**config.mk**
```make
export PLATFORM = sky130hd
export DESIGN_NAME = ram_access_arbiter_flat
export DESIGN_NICKNAME = d
export VERILOG_FILES = /design/src/rtl/ram_access_arbiter_pkg.sv /design/src/rtl/ram_access_arbiter_if.sv /design/src/rtl/ram_access_arbiter_rr.sv /design/src/rtl/ram_access_arbiter.sv /design/src/flat_wrapper.sv
export SDC_FILE = /design/constraint.sdc
export NUM_CORES = 1
export LEC_CHECK = 0
export ABC_AREA = 1
export CAP_MARGIN = 25
export CORE_MARGIN = 2
export CORE_UTILIZATION = 45
export DETAILED_ROUTE_END_ITERATION = 16
export PLACE_DENSITY = 0.8
export SLEW_MARGIN = 20
export SYNTH_ARGS = -nofsm -noshare
export SYNTH_HDL_FRONTEND = slang
export SYNTH_SLANG_ARGS = --single-unit
```
**constraint.sdc**
```tcl
create_clock -name CLK -period 1.9 [get_ports CLK]
set_clock_uncertainty 0.15 [all_clocks]
set_input_delay 0.285 -clock CLK [delete_from_list [all_inputs] [get_ports CLK]]
set_output_delay 0.285 -clock CLK [all_outputs]
set_load 0.02 [all_outputs]
```
**src/rtl/ram_access_arbiter_pkg.sv**
```systemverilog
// Shared types, constants and the byte-lane merge helper for the RAM access arbiter.
package ram_arb_pkg;

  localparam int unsigned ARB_N_PORTS = 2;
  localparam int unsigned ARB_ADDR_W  = 10;
  localparam int unsigned ARB_DATA_W  = 32;
  localparam int unsigned ARB_BE_W    = ARB_DATA_W / 8;
  localparam int unsigned WORD_OFFSET = 2;

  localparam logic [ARB_BE_W-1:0] BE_FULL = {ARB_BE_W{1'b1}};

  typedef enum logic [2:0] {
    IDLE     = 3'd0,
    RD       = 3'd1,
    WR       = 3'd2,
    MERGE_WR = 3'd3,
    RESP     = 3'd4
  } state_t;

  typedef logic [$clog2(ARB_N_PORTS)-1:0] port_id_t;

  // Enabled lanes take the store data, the rest keep the word read from RAM.
  function automatic logic [ARB_DATA_W-1:0] merge_lanes(
    input logic [ARB_DATA_W-1:0] new_data,
    input logic [ARB_DATA_W-1:0] old_data,
    input logic [ARB_BE_W-1:0]   be
  );
    logic [ARB_DATA_W-1:0] merged;
    merged = old_data;
    for (int i = 0; i < int'(ARB_BE_W); i++) begin
      merged[i*8 +: 8] = be[i] ? new_data[i*8 +: 8] : old_data[i*8 +: 8];
    end
    return merged;
  endfunction

endpackage

```
**src/rtl/ram_access_arbiter_if.sv**
```systemverilog
// Requester-side bus of the RAM access arbiter: per-port request handshake and shared response.
interface ram_access_arbiter_if
  import ram_arb_pkg::*;
#(
  parameter int unsigned N_PORTS = ARB_N_PORTS,
  parameter int unsigned DATA_W  = ARB_DATA_W
);

  logic [N_PORTS-1:0]                REQ_VALID;
  logic [N_PORTS-1:0]                REQ_READY;
  logic [N_PORTS-1:0]                REQ_WRITE;
  logic [N_PORTS-1:0][31:0]          REQ_ADDR;
  logic [N_PORTS-1:0][DATA_W-1:0]    REQ_WDATA;
  logic [N_PORTS-1:0][DATA_W/8-1:0]  REQ_BE;
  logic [N_PORTS-1:0]                RSP_VALID;
  logic [DATA_W-1:0]                 RSP_RDATA;
  logic                              RSP_ERR;

  modport master (
    output REQ_VALID, REQ_WRITE, REQ_ADDR, REQ_WDATA, REQ_BE,
    input  REQ_READY, RSP_VALID, RSP_RDATA, RSP_ERR
  );

  modport slave (
    input  REQ_VALID, REQ_WRITE, REQ_ADDR, REQ_WDATA, REQ_BE,
    output REQ_READY, RSP_VALID, RSP_RDATA, RSP_ERR
  );

endinterface

```
**src/rtl/ram_access_arbiter_rr.sv**
```systemverilog
// Round-robin arbiter: one-hot grant from a request vector; priority rotates past the
// granted port whenever 'advance' pulses.
module rr_arbiter #(
  parameter int unsigned N = 2
) (
  input  logic         CLK,
  input  logic         RESET_N,
  input  logic [N-1:0] req_vec,
  input  logic         advance,
  output logic [N-1:0] grant
);

  localparam int unsigned PTR_W = (N > 1) ? $clog2(N) : 1;

  logic [PTR_W-1:0] ptr_r;
  logic [PTR_W-1:0] ptr_nxt_s;
  logic             found_s;

  // Scan ports in priority order starting at the pointer; first requester wins.
  always_comb begin
    grant     = '0;
    ptr_nxt_s = ptr_r;
    found_s   = 1'b0;
    for (int off = 0; off < int'(N); off++) begin
      for (int j = 0; j < int'(N); j++) begin
        if (!found_s && (j == ((int'(ptr_r) + off) % int'(N))) && req_vec[j]) begin
          grant[j]  = 1'b1;
          found_s   = 1'b1;
          ptr_nxt_s = PTR_W'((j + 1) % int'(N));
        end else begin
        end
      end
    end
  end

  // Priority pointer register.
  always_ff @(posedge CLK or negedge RESET_N) begin
    if (!RESET_N) begin
      ptr_r <= '0;
    end else if (advance) begin
      ptr_r <= ptr_nxt_s;
    end else begin
      ptr_r <= ptr_r;
    end
  end

endmodule

```
**src/rtl/ram_access_arbiter.sv**
```systemverilog
// Shares one single-port RAM between N_PORTS requesters, one transaction in flight.
// Optional high-address range check: define RAM_ARB_RANGE_CHECK_EN.
module ram_access_arbiter
  import ram_arb_pkg::*;
#(
  parameter int unsigned N_PORTS = ARB_N_PORTS,
  parameter int unsigned ADDR_W  = ARB_ADDR_W,
  parameter int unsigned DATA_W  = ARB_DATA_W
) (
  input  logic                  CLK,
  input  logic                  RESET_N,
  ram_access_arbiter_if.slave   bus,
  output logic                  RAM_ENABLE,
  output logic                  RAM_READ,
  output logic                  RAM_WRITE,
  output logic [ADDR_W-1:0]     RAM_ADDRESS,
  output logic [DATA_W-1:0]     RAM_DATA_IN,
  input  logic [DATA_W-1:0]     RAM_DATA_OUT
);

  localparam int unsigned BE_W = DATA_W / 8;

  state_t              state_r, state_nxt_s;
  logic [N_PORTS-1:0]  grant_s;
  logic                advance_s;
  logic                range_err_s;
  logic                unused_addr_s;

  logic [ADDR_W-1:0]   sel_addr_s;
  logic [DATA_W-1:0]   sel_wdata_s;
  logic [BE_W-1:0]     sel_be_s;
  logic                sel_write_s;
  port_id_t            sel_id_s;

  logic [ADDR_W-1:0]   addr_r, addr_nxt_s;
  logic [DATA_W-1:0]   wdata_r, wdata_nxt_s;
  logic [DATA_W-1:0]   rdata_r, rdata_nxt_s;
  logic [BE_W-1:0]     be_r, be_nxt_s;
  logic                write_r, write_nxt_s;
  logic                err_r, err_nxt_s;
  port_id_t            id_r, id_nxt_s;

  logic                ram_en_r, ram_en_s;
  logic                ram_rd_r, ram_rd_s;
  logic                ram_wr_r, ram_wr_s;
  logic [ADDR_W-1:0]   ram_addr_r, ram_addr_s;
  logic [DATA_W-1:0]   ram_din_r, ram_din_s;
  logic [N_PORTS-1:0]  rsp_valid_r, rsp_valid_s;
  logic [DATA_W-1:0]   rsp_rdata_r, rsp_rdata_s;
  logic                rsp_err_r, rsp_err_s;

  rr_arbiter #(.N(N_PORTS)) u_rr (
    .CLK     (CLK),
    .RESET_N (RESET_N),
    .req_vec (bus.REQ_VALID),
    .advance (advance_s),
    .grant   (grant_s)
  );

  assign bus.REQ_READY = (state_r == IDLE) ? grant_s : '0;
  assign unused_addr_s = ^bus.REQ_ADDR;

  // Payload mux driven by the one-hot grant.
  always_comb begin
    sel_addr_s  = '0;
    sel_wdata_s = '0;
    sel_be_s    = '0;
    sel_write_s = 1'b0;
    sel_id_s    = '0;
    for (int i = 0; i < int'(N_PORTS); i++) begin
      if (grant_s[i]) begin
        sel_addr_s  = bus.REQ_ADDR[i][ADDR_W+WORD_OFFSET-1:WORD_OFFSET];
        sel_wdata_s = bus.REQ_WDATA[i];
        sel_be_s    = bus.REQ_BE[i];
        sel_write_s = bus.REQ_WRITE[i];
        sel_id_s    = port_id_t'(i);
      end else begin
      end
    end
  end

`ifdef RAM_ARB_RANGE_CHECK_EN
  // Any address bit above the RAM word range flags the granted request as out of range.
  always_comb begin
    range_err_s = 1'b0;
    for (int i = 0; i < int'(N_PORTS); i++) begin
      if (grant_s[i]) begin
        range_err_s = |bus.REQ_ADDR[i][31:ADDR_W+WORD_OFFSET];
      end else begin
      end
    end
  end
`else
  assign range_err_s = 1'b0;
`endif

  // Next state and next transaction context.
  always_comb begin
    state_nxt_s = state_r;
    advance_s   = 1'b0;
    addr_nxt_s  = addr_r;
    wdata_nxt_s = wdata_r;
    be_nxt_s    = be_r;
    write_nxt_s = write_r;
    id_nxt_s    = id_r;
    rdata_nxt_s = rdata_r;
    err_nxt_s   = err_r;
    case (state_r)
      IDLE: begin
        if (|grant_s) begin
          advance_s   = 1'b1;
          addr_nxt_s  = sel_addr_s;
          wdata_nxt_s = sel_wdata_s;
          be_nxt_s    = sel_be_s;
          write_nxt_s = sel_write_s;
          id_nxt_s    = sel_id_s;
          rdata_nxt_s = '0;
          err_nxt_s   = range_err_s;
          if (range_err_s) begin
            state_nxt_s = RESP;
          end else if (!sel_write_s) begin
            state_nxt_s = RD;
          end else if (sel_be_s == '0) begin
            state_nxt_s = RESP;
          end else if (sel_be_s == BE_FULL) begin
            state_nxt_s = WR;
          end else begin
            state_nxt_s = RD;
          end
        end else begin
          state_nxt_s = IDLE;
        end
      end
      RD: begin
        rdata_nxt_s = RAM_DATA_OUT;
        state_nxt_s = write_r ? MERGE_WR : RESP;
      end
      WR:       state_nxt_s = RESP;
      MERGE_WR: state_nxt_s = RESP;
      RESP:     state_nxt_s = IDLE;
      default:  state_nxt_s = IDLE;
    endcase
  end

  // Outputs decoded from the upcoming state so they can be registered without extra latency.
  always_comb begin
    ram_en_s    = 1'b0;
    ram_rd_s    = 1'b0;
    ram_wr_s    = 1'b0;
    ram_addr_s  = '0;
    ram_din_s   = '0;
    rsp_valid_s = '0;
    rsp_rdata_s = '0;
    rsp_err_s   = 1'b0;
    case (state_nxt_s)
      RD: begin
        ram_en_s   = 1'b1;
        ram_rd_s   = 1'b1;
        ram_addr_s = addr_nxt_s;
      end
      WR: begin
        ram_en_s   = 1'b1;
        ram_wr_s   = 1'b1;
        ram_addr_s = addr_nxt_s;
        ram_din_s  = wdata_nxt_s;
      end
      MERGE_WR: begin
        ram_en_s   = 1'b1;
        ram_wr_s   = 1'b1;
        ram_addr_s = addr_nxt_s;
        ram_din_s  = merge_lanes(wdata_nxt_s, rdata_nxt_s, be_nxt_s);
      end
      RESP: begin
        for (int i = 0; i < int'(N_PORTS); i++) begin
          rsp_valid_s[i] = (port_id_t'(i) == id_nxt_s);
        end
        rsp_rdata_s = (write_nxt_s || err_nxt_s) ? '0 : rdata_nxt_s;
        rsp_err_s   = err_nxt_s;
      end
      default: begin
      end
    endcase
  end

  // FSM state and latched transaction context.
  always_ff @(posedge CLK or negedge RESET_N) begin
    if (!RESET_N) begin
      state_r <= IDLE;
      addr_r  <= '0;
      wdata_r <= '0;
      be_r    <= '0;
      write_r <= 1'b0;
      id_r    <= '0;
      rdata_r <= '0;
      err_r   <= 1'b0;
    end else begin
      state_r <= state_nxt_s;
      addr_r  <= addr_nxt_s;
      wdata_r <= wdata_nxt_s;
      be_r    <= be_nxt_s;
      write_r <= write_nxt_s;
      id_r    <= id_nxt_s;
      rdata_r <= rdata_nxt_s;
      err_r   <= err_nxt_s;
    end
  end

  // Registered RAM strobes and response outputs.
  always_ff @(posedge CLK or negedge RESET_N) begin
    if (!RESET_N) begin
      ram_en_r    <= 1'b0;
      ram_rd_r    <= 1'b0;
      ram_wr_r    <= 1'b0;
      ram_addr_r  <= '0;
      ram_din_r   <= '0;
      rsp_valid_r <= '0;
      rsp_rdata_r <= '0;
      rsp_err_r   <= 1'b0;
    end else begin
      ram_en_r    <= ram_en_s;
      ram_rd_r    <= ram_rd_s;
      ram_wr_r    <= ram_wr_s;
      ram_addr_r  <= ram_addr_s;
      ram_din_r   <= ram_din_s;
      rsp_valid_r <= rsp_valid_s;
      rsp_rdata_r <= rsp_rdata_s;
      rsp_err_r   <= rsp_err_s;
    end
  end

  assign RAM_ENABLE    = ram_en_r;
  assign RAM_READ      = ram_rd_r;
  assign RAM_WRITE     = ram_wr_r;
  assign RAM_ADDRESS   = ram_addr_r;
  assign RAM_DATA_IN   = ram_din_r;
  assign bus.RSP_VALID = rsp_valid_r;
  assign bus.RSP_RDATA = rsp_rdata_r;
  assign bus.RSP_ERR   = rsp_err_r;

endmodule

```
**src/flat_wrapper.sv**
```systemverilog
// flat-port wrapper written by rule: the top's interface ports become plain ports
module ram_access_arbiter_flat import ram_arb_pkg::*;
#(
  parameter int unsigned N_PORTS = ARB_N_PORTS,
  parameter int unsigned ADDR_W  = ARB_ADDR_W,
  parameter int unsigned DATA_W  = ARB_DATA_W
)
  (CLK, RESET_N, RAM_ENABLE, RAM_READ, RAM_WRITE, RAM_ADDRESS, RAM_DATA_IN, RAM_DATA_OUT, bus_REQ_VALID, bus_REQ_WRITE, bus_REQ_ADDR, bus_REQ_WDATA, bus_REQ_BE, bus_REQ_READY, bus_RSP_VALID, bus_RSP_RDATA, bus_RSP_ERR);
  ram_access_arbiter_if #(.N_PORTS(N_PORTS), .DATA_W(DATA_W)) bus_i ();
  input  logic CLK;
  input  logic RESET_N;
  output logic RAM_ENABLE;
  output logic RAM_READ;
  output logic RAM_WRITE;
  output logic [ADDR_W-1:0] RAM_ADDRESS;
  output logic [DATA_W-1:0] RAM_DATA_IN;
  input  logic [DATA_W-1:0] RAM_DATA_OUT;
  input wire logic [$bits(bus_i.REQ_VALID)-1:0] bus_REQ_VALID;
  input wire logic [$bits(bus_i.REQ_WRITE)-1:0] bus_REQ_WRITE;
  input wire logic [$bits(bus_i.REQ_ADDR)-1:0] bus_REQ_ADDR;
  input wire logic [$bits(bus_i.REQ_WDATA)-1:0] bus_REQ_WDATA;
  input wire logic [$bits(bus_i.REQ_BE)-1:0] bus_REQ_BE;
  output wire logic [$bits(bus_i.REQ_READY)-1:0] bus_REQ_READY;
  output wire logic [$bits(bus_i.RSP_VALID)-1:0] bus_RSP_VALID;
  output wire logic [$bits(bus_i.RSP_RDATA)-1:0] bus_RSP_RDATA;
  output wire logic [$bits(bus_i.RSP_ERR)-1:0] bus_RSP_ERR;
  assign bus_i.REQ_VALID = bus_REQ_VALID;
  assign bus_i.REQ_WRITE = bus_REQ_WRITE;
  assign bus_i.REQ_ADDR = bus_REQ_ADDR;
  assign bus_i.REQ_WDATA = bus_REQ_WDATA;
  assign bus_i.REQ_BE = bus_REQ_BE;
  assign bus_REQ_READY = bus_i.REQ_READY;
  assign bus_RSP_VALID = bus_i.RSP_VALID;
  assign bus_RSP_RDATA = bus_i.RSP_RDATA;
  assign bus_RSP_ERR = bus_i.RSP_ERR;
  ram_access_arbiter #(.N_PORTS(N_PORTS), .ADDR_W(ADDR_W), .DATA_W(DATA_W)) u_core (.CLK(CLK), .RESET_N(RESET_N), .bus(bus_i), .RAM_ENABLE(RAM_ENABLE), .RAM_READ(RAM_READ), .RAM_WRITE(RAM_WRITE), .RAM_ADDRESS(RAM_ADDRESS), .RAM_DATA_IN(RAM_DATA_IN), .RAM_DATA_OUT(RAM_DATA_OUT));
endmodule
```
==> summary.md, run 1 <==
| Metric | Value |
|---|---|
| Status | finished, final reports clean |
| Sequential cell area fraction in the yosys report | 57.3% |
| M1 wire length | 8660 um |
| YS warnings | 0 |
| RSZ-0062 raised after global routing | yes |
| TritonRoute pass-1 iters | 5 |
| N_diodes | 0 |
| CTS HTree Levels | 4 |
| Nets | 1276 |
| Syn_nets | 1024 |
| Design area | 10900 sq um |
| Metal3 WL | 1410 um |
| Global route overflow | 0 |
| Antenna Nets Post-Route | 0 |
| Initial Utilization | 45.7% |
| Worst skew pair latency | 430 ps |
| Final Hold Vio Count | 0 |
| Highest metal used | met4 |
| Placed Area | 9920 sq um |
| Drt drc | 0 |
| Core area | 15800 sq um |
| GR Util All Layers | 24.9% |
| Final Setup Violations | 0 |
| Clock tree from TritonCTS | built |
| LEAKAGE | 0.00522 uW |
| Synth Register Bits | 165 |
| Logic pwr share | 51.5% |
| Root Driver | clkbuf_16 |
| Pwr Density | 1630 nW/um^2 |
| PortBufs | 211 |
| Die Y | 131 um |
| HPWL Detailed | 14300 um |
| Internal Power | 10600 uW |
| Via count | 6623 |
| Max Freq | 0.528 GHz |
| Critical Path Start Type | flip-flop |
| Max-cap violations | 0 |
| Slew headroom | 72.6% |
| Iteration-0 DRC Markers | 375 |
| Layout Utilization | 69.2% |
| Die area | 17000 sq um |
| CP Class | flip-flop to flip-flop |
| Clock Tree Buf Depth | 2 |
| Rows | 46 |
| Setup TNS Final | 0 ps |
| Clock Power Share | 19.3% |
| Class of the worst hold path | primary input to asynchronous set/reset pin |
| Yosys cell types | 24 |
| Minimum clock period | 1890 ps |
| CTS Sinks | 165 |
| Worst Setup SP | u_core.state_r[1]$_DFF_PN0_ |
| Largest net degree at the start of global routing | 50 |
| Worst Tran Pin Value | 412 ps |
| Total wire length | 21300 um |
| Arrival time worst endpoint | 2100 ps |
| Die Wd | 131 um |
| Cts bufs inserted | 17 |
| Area share of the largest cell type after synthesis | 57.3% |
| First-pass GRT wire length | 32500 um |
| NetSw | 7190 uW |
| CP Capture Type | flip-flop |
| Crit-path max FO | 21 |
| Sw Ratio | 40.4% |
| Mapped Cells | 850 |
| Slew Viols, Final | 0 |
| Gpl congestion | 0.808 |
| Vias per cell | 4.98 |
| Worst Path Required | 2100 ps |
| Vias in the first global route | 6397 |
| Initial antenna violation count | 0 |
| Final Cycle Share | 99.6% |
| Wire length per cell | 16.0 um |
| Final Power | 17800 uW |
| Syn Area/Cell | 8.48 sq um |
| Fillers | 1227 |
| Max VDD drop | 1.09 mV |
| Clock Pin Slew Worst Setup and Hold Paths | 60 ps |
| I/O Pins | 256 |
| Synth-to-Final Area Change | 51.5% |
| Synth area leader | dfrtp_1 |
| Share of cells above drive strength 1 | 16.5% |
| Mapped Area | 7210 sq um |
| Sequential power share | 29.2% |
| Crit Reg-Reg Startpoint | u_core.state_r[1]$_DFF_PN0_ |
| Top post-synthesis cells by area | dfrtp_1 57%, nand2_1 19%, nand3_1 7.2%, o21a_1 3.1%, a21oi_1 2.7% |
| Met2 routed WL | 10700 um |
-- registers in the layout, summed over array words and instances, names as in the netlist, 2 cells and up --
| register | flops |
|---|---|
| u_core.RAM_DATA_IN | 32 |
| u_core.bus.RSP_RDATA | 32 |
| u_core.rdata_r | 32 |
| u_core.wdata_r | 32 |
| u_core.RAM_ADDRESS | 10 |
| u_core.addr_r | 10 |
| u_core.be_r | 4 |
| u_core.state_r | 3 |
| u_core.bus.RSP_VALID | 2 |
-- cells in the mapped netlist, drive strengths merged --
library cell / number
inv: 33
dfrtp: 165
nor2: 21
o211ai: 1
a21oi: 40
o21a: 30
a22o: 3
nand2: 376
nand3: 105
o21ai: 15
or2: 12
buf: 34
clkbuf: 15
-- worst max-delay path, cell delays in order, from the launching register on --
cell and delay, ps:
dfrtp_1 400, nor2_4 150, nand2_4 110, nor2_8 180, inv_4 100, nor2_4 120, inv_2 50, o21ai_4 100
buf_12 190, nand3_1 120, a21oi_2 130
-- cells by family (layout without fill, tap and decap cells) --
group	count (synthesis)	in the layout	synth area share (%)
compound gates	89	89	7.62
buf+inv	82	347	5.33
flops	165	165	57.3
simple gates	514	514	29.8
-- placed cells by master, fill, tap and decap left out, types with 7 or more instances in the layout --
cell type	n
clkbuf_16	19
nand2_2	18
a21oi_2	9
buf_12	15
inv_2	9
nor2_4	7
o21ai_1	11
buf_6	13
nor2_1	8
nand2_1	353
buf_4	42
dfrtp_1	165
or2_2	12
inv_1	20
nand3_1	99
a21oi_1	30
clkdlybuf4s50_1	206
o21a_1	30
-- path summary, 6_finish.rpt --
check / slack, ps / endpoint / cells past startpoint
worst max-delay path: 7 / u_core.bus.RSP_RDATA[22]$_DFF_PN0_ / 10
worst min-delay path: 190 / u_core.RAM_DATA_IN[29]$_DFF_PN0_ / 2
worst max register to register: 7 / u_core.bus.RSP_RDATA[22]$_DFF_PN0_ / 10
worst min register to register: 350 / u_core.rdata_r[0]$_DFF_PN0_ / 2
max in group asynchronous: 750 / u_core.bus.RSP_ERR$_DFF_PN0_ / 3
min in group CLK: 320 / u_core.rdata_r[17]$_DFF_PN0_ / 3
-- power by group through the flow --
stage	logic (uW)	registers, uW	clock network, uW
after floorplan	4430	5770	0
after global placement	8100	5210	0
after detailed placement	8260	5240	0
after CTS	8370	5190	3480
after global routing	10000	5310	3640
final	9170	5190	3430
-- layout make-up --
| type | count | area, sq um | share of cell area, % |
|---|---|---|---|
| inverter | 33 | 136 | 1.25 |
| tap | 216 | 270 | 2.48 |
| clock inverter | 14 | 151 | 1.39 |
| multi-input combinational | 603 | 2890 | 26.4 |
| timing repair buffer | 282 | 2910 | 26.6 |
| sequential | 165 | 4130 | 37.8 |
| clock buffer | 18 | 439 | 4.02 |
-- metal layers --
metal	vias up	GRT usage, %
li1	3215	-
met1	3166	31.9
met2	205	41.1
met3	37	6.19
met4	0	9.51
met5	-	0
-- timing repair --
item | 4_1_cts | 5_1_grt
hold buffers | 1 | 0
cloned | 0 | 4
gates resized for setup | 16 | 77
endpoints found under the setup margin | 28 | 80
buffers inserted | 0 | 11
endpoints found under the hold margin | 48 | 0
pin swaps | 1 | 5
-- stage by stage --
| step | setup WS [ps] | hold WS, ps | std cells |
|---|---|---|---|
| 2_1_floorplan | 157 | -161 | 850 |
| 3_3_place_gp | -493 | 67.3 | 1283 |
| 3_5_place_dp | -464 | 67.4 | 1283 |
| 4_1_cts | 1.18 | 195 | 1316 |
| 5_1_grt | -93.7 | 201 | 1331 |
| 6_report | 7.19 | 189 | 1331 |
Power figures use the tool's default switching activity.
==> run 2, diff against run 1 <==
- CORE_UTILIZATION: 45 -> 55
- DONT_BUFFER_PORTS: default -> 1
- PLACE_DENSITY: 0.8 -> 0.7
==> summary.md, run 2 (synthesized netlist as in run 1, its figures left out) <==
| Metric | Value |
|---|---|
| Status | complete, but fails checks (was finished, final reports clean) |
| Failing checks | hold timing, setup timing |
| GR Util All Layers | 29.4% (was 24.9%) |
| Max Freq | 0.509 GHz (was 0.528 GHz) |
| CP max stage delay | 410 ps (was 400 ps) |
| TritonRoute pass-1 iters | 5 (unchanged) |
| CTS Hold Buffers Added | 79 (was 1) |
| Share of cells above drive strength 1 | 18.4% (was 16.5%) |
| CP Class | flip-flop to flip-flop (unchanged) |
| Worst Path Required | 2100 ps (about the same) |
| Slew headroom | 71.5% (was 72.6%) |
| Drt drc | 0 (unchanged) |
| Max-cap violations | 0 (unchanged) |
| Largest net degree at the start of global routing | 166 (was 50) |
| Final WS setup | -65.9 ps (was 7.19 ps) |
| Nets | 1136 (was 1276) |
| RSZ-0062 raised after global routing | yes (unchanged) |
| Max VDD drop | 0.758 mV (was 1.09 mV) |
| Hold Worst Slack | -603 ps (was 189 ps) |
| Synth-to-Final Area Change | 31.3% (was 51.5%) |
| Worst Tran Pin Value | 427 ps (was 412 ps) |
| Arrival time worst endpoint | 2160 ps (was 2100 ps) |
| Via count | 6499 (was 6623) |
| Final Setup Violations | 33 (was 0) |
| Vias per cell | 5.67 (was 4.98) |
| Finished Layout Cells | 1147 (was 1331) |
| Setup TNS Final | -851 ps (was 0 ps) |
| Slowest CP cell | dfrtp_1 (unchanged) |
| Initial antenna violation count | 0 (unchanged) |
| HPWL Detailed | 12500 um (was 14300 um) |
| Critical Path Start Type | flip-flop (unchanged) |
| Clock tree from TritonCTS | built (unchanged) |
| R2r setup slk | -70 ps (was 7 ps) |
| N_diodes | 0 (unchanged) |
| First-pass GRT wire length | 32300 um (was 32500 um) |
| Class of the worst hold path | primary input to asynchronous set/reset pin (unchanged) |
| Cts bufs inserted | 17 (unchanged) |
| Antenna Nets Post-Route | 0 (unchanged) |
| Slew Viols, Final | 0 (unchanged) |
| Root Driver | clkbuf_16 (unchanged) |
| Clock Tree Buf Depth | 2 (unchanged) |
| Commonest non-fill, non-tap cell in the layout | nand2_1 (unchanged) |
| Die Wd | 118 um (was 131 um) |
| Crit-path max FO | 8 (was 21) |
| Worst skew pair latency | 430 ps (about the same) |
| I/O Pins | 256 (unchanged) |
| LEAKAGE | 0.00471 uW (was 0.00522 uW) |
| Core area | 12700 sq um (was 15800 sq um) |
| Critical Path, Cell by Cell | nor2_4 > nand2_4 > nor2_8 > buf_6 > inv_6 > nor2_4 > inv_2 > o21ai_4 > buf_12 > clkbuf_16 > nand3_2 > a21oi_2 (was nor2_4 > nand2_4 > nor2_8 > inv_4 > nor2_4 > inv_2 > o21ai_4 > buf_12 > nand3_1 > a21oi_2) |
| Most numerous cell on the critical path | nor2_4 (unchanged) |
| Total wire length | 21500 um (was 21300 um) |
| Wire length per cell | 18.7 um (was 16.0 um) |
| Global route overflow | 0 (unchanged) |
| Pwr Density | 1800 nW/um^2 (was 1630 nW/um^2) |
| Vias in the first global route | 6535 (was 6397) |
| Final Cycle Share | 103% (was 99.6%) |
| Placed insts | 1018 (was 1283) |
| Die area | 14000 sq um (was 17000 sq um) |
| Fillers | 920 (was 1227) |
| Commonest cells after routing, fill and taps aside | 360 x nand2_1, 165 x dfrtp_1, 90 x nand3_1 (was 353 x nand2_1, 206 x clkdlybuf4s50_1, 165 x dfrtp_1) |
| Rows | 41 (was 46) |
| Die Y | 118 um (was 131 um) |
| CTS HTree Levels | 4 (unchanged) |
| Final Hold Vio Count | 165 (was 0) |
| Worst slack, placed | 2.03 ps (was -464 ps) |
| PortBufs | 0 (was 211) |
| Gpl congestion | 0.858 (was 0.808) |
| CP Capture Type | flip-flop (unchanged) |
| Initial Utilization | 56.7% (was 45.7%) |
| CTS Sinks | 165 (unchanged) |
| Minimum clock period | 1970 ps (was 1890 ps) |
| Clock Pin Slew Worst Setup and Hold Paths | 60 ps (about the same) |
| Iteration-0 DRC Markers | 502 (was 375) |
## run 2: changes by cell type in the layout (fill, tap and decap cells not counted), sizes merged
| cell | delta |
|---|---|
| dlygate4sd2 | -2 |
| dlygate4sd3 | +78 |
| clkinv | -2 |
| clkbuf | +5 |
| clkdlybuf4s50 | -206 |
| inv | -3 |
| buf | -10 |
## run 2: what timing repair did
action | CTS | global route
endpoints found under the setup margin | 6 | 80
hold endpoints to repair | 228 | 165
cloned | 0 | 5
resized for setup | 11 | 71
pin swaps | 1 | 11
setup buffers | 2 | 12
## run 2: worst paths after layout
check | cells after the start | from | to
max | 12 | u_core.state_r[1]$_DFF_PN0_ | u_core.bus.RSP_RDATA[3]$_DFF_PN0_
min | 0 | RESET_N | u_core.RAM_ADDRESS[2]$_DFF_PN0_
max reg2reg | 12 | u_core.state_r[1]$_DFF_PN0_ | u_core.bus.RSP_RDATA[3]$_DFF_PN0_
min reg2reg | 2 | u_core.rdata_r[23]$_DFF_PN0_ | u_core.rdata_r[23]$_DFF_PN0_
max in group asynchronous | 0 | RESET_N | u_core.RAM_DATA_IN[10]$_DFF_PN0_
min in group CLK | 3 | bus_REQ_WDATA[37] | u_core.wdata_r[5]$_DFF_PN0_
## run 2: through the flow
step	total power [uW]	instance area [sq um]	utilization, %	hold slack (ps)
2_1_floorplan	10200	7210	-	-161
3_3_place_gp	12000	7620	59.9	-157
3_5_place_dp	12200	7620	59.9	-157
4_1_cts	15900	9050	71.2	-613
5_1_grt	18100	9470	74.4	-616
6_report	17100	9470	74.4	-603
## run 2: critical path: cells and delay by family (launching register included)
kind,cells,cell delay [ps]
AND/OR/NAND/NOR,5,550
flip-flops,1,410
buffers and inverters,5,540
AO/OA/AOI/OAI,2,210
## run 2: area by class of cell
class	instances	area, sq um	share of cell area [%]
clock buffers	23	488	5.15
inverters	33	136	1.44
well taps	172	215	2.27
clock inverters	9	100	1.06
flip-flops and latches	165	4130	43.6
multi-input cells	603	2940	31.0
repair buffers	142	1460	15.5
## run 2: power breakdown
group | switching [uW] | internal [uW] | leakage (uW) | total, uW
combinational | 4730 | 3030 | 0.00230 | 7760
clock | 1370 | 2060 | 0.000289 | 3430
sequential | 1070 | 4830 | 0.00212 | 5900
## run 2: routing by layer
layer | up-vias | track usage, % | wire length, um
met4 | 0 | 13.0 | 645
li1 | 2939 | - | -
met2 | 322 | 49.0 | 10700
met1 | 3186 | 36.5 | 8480
met3 | 52 | 7.24 | 1590
met5 | - | 0 | 0
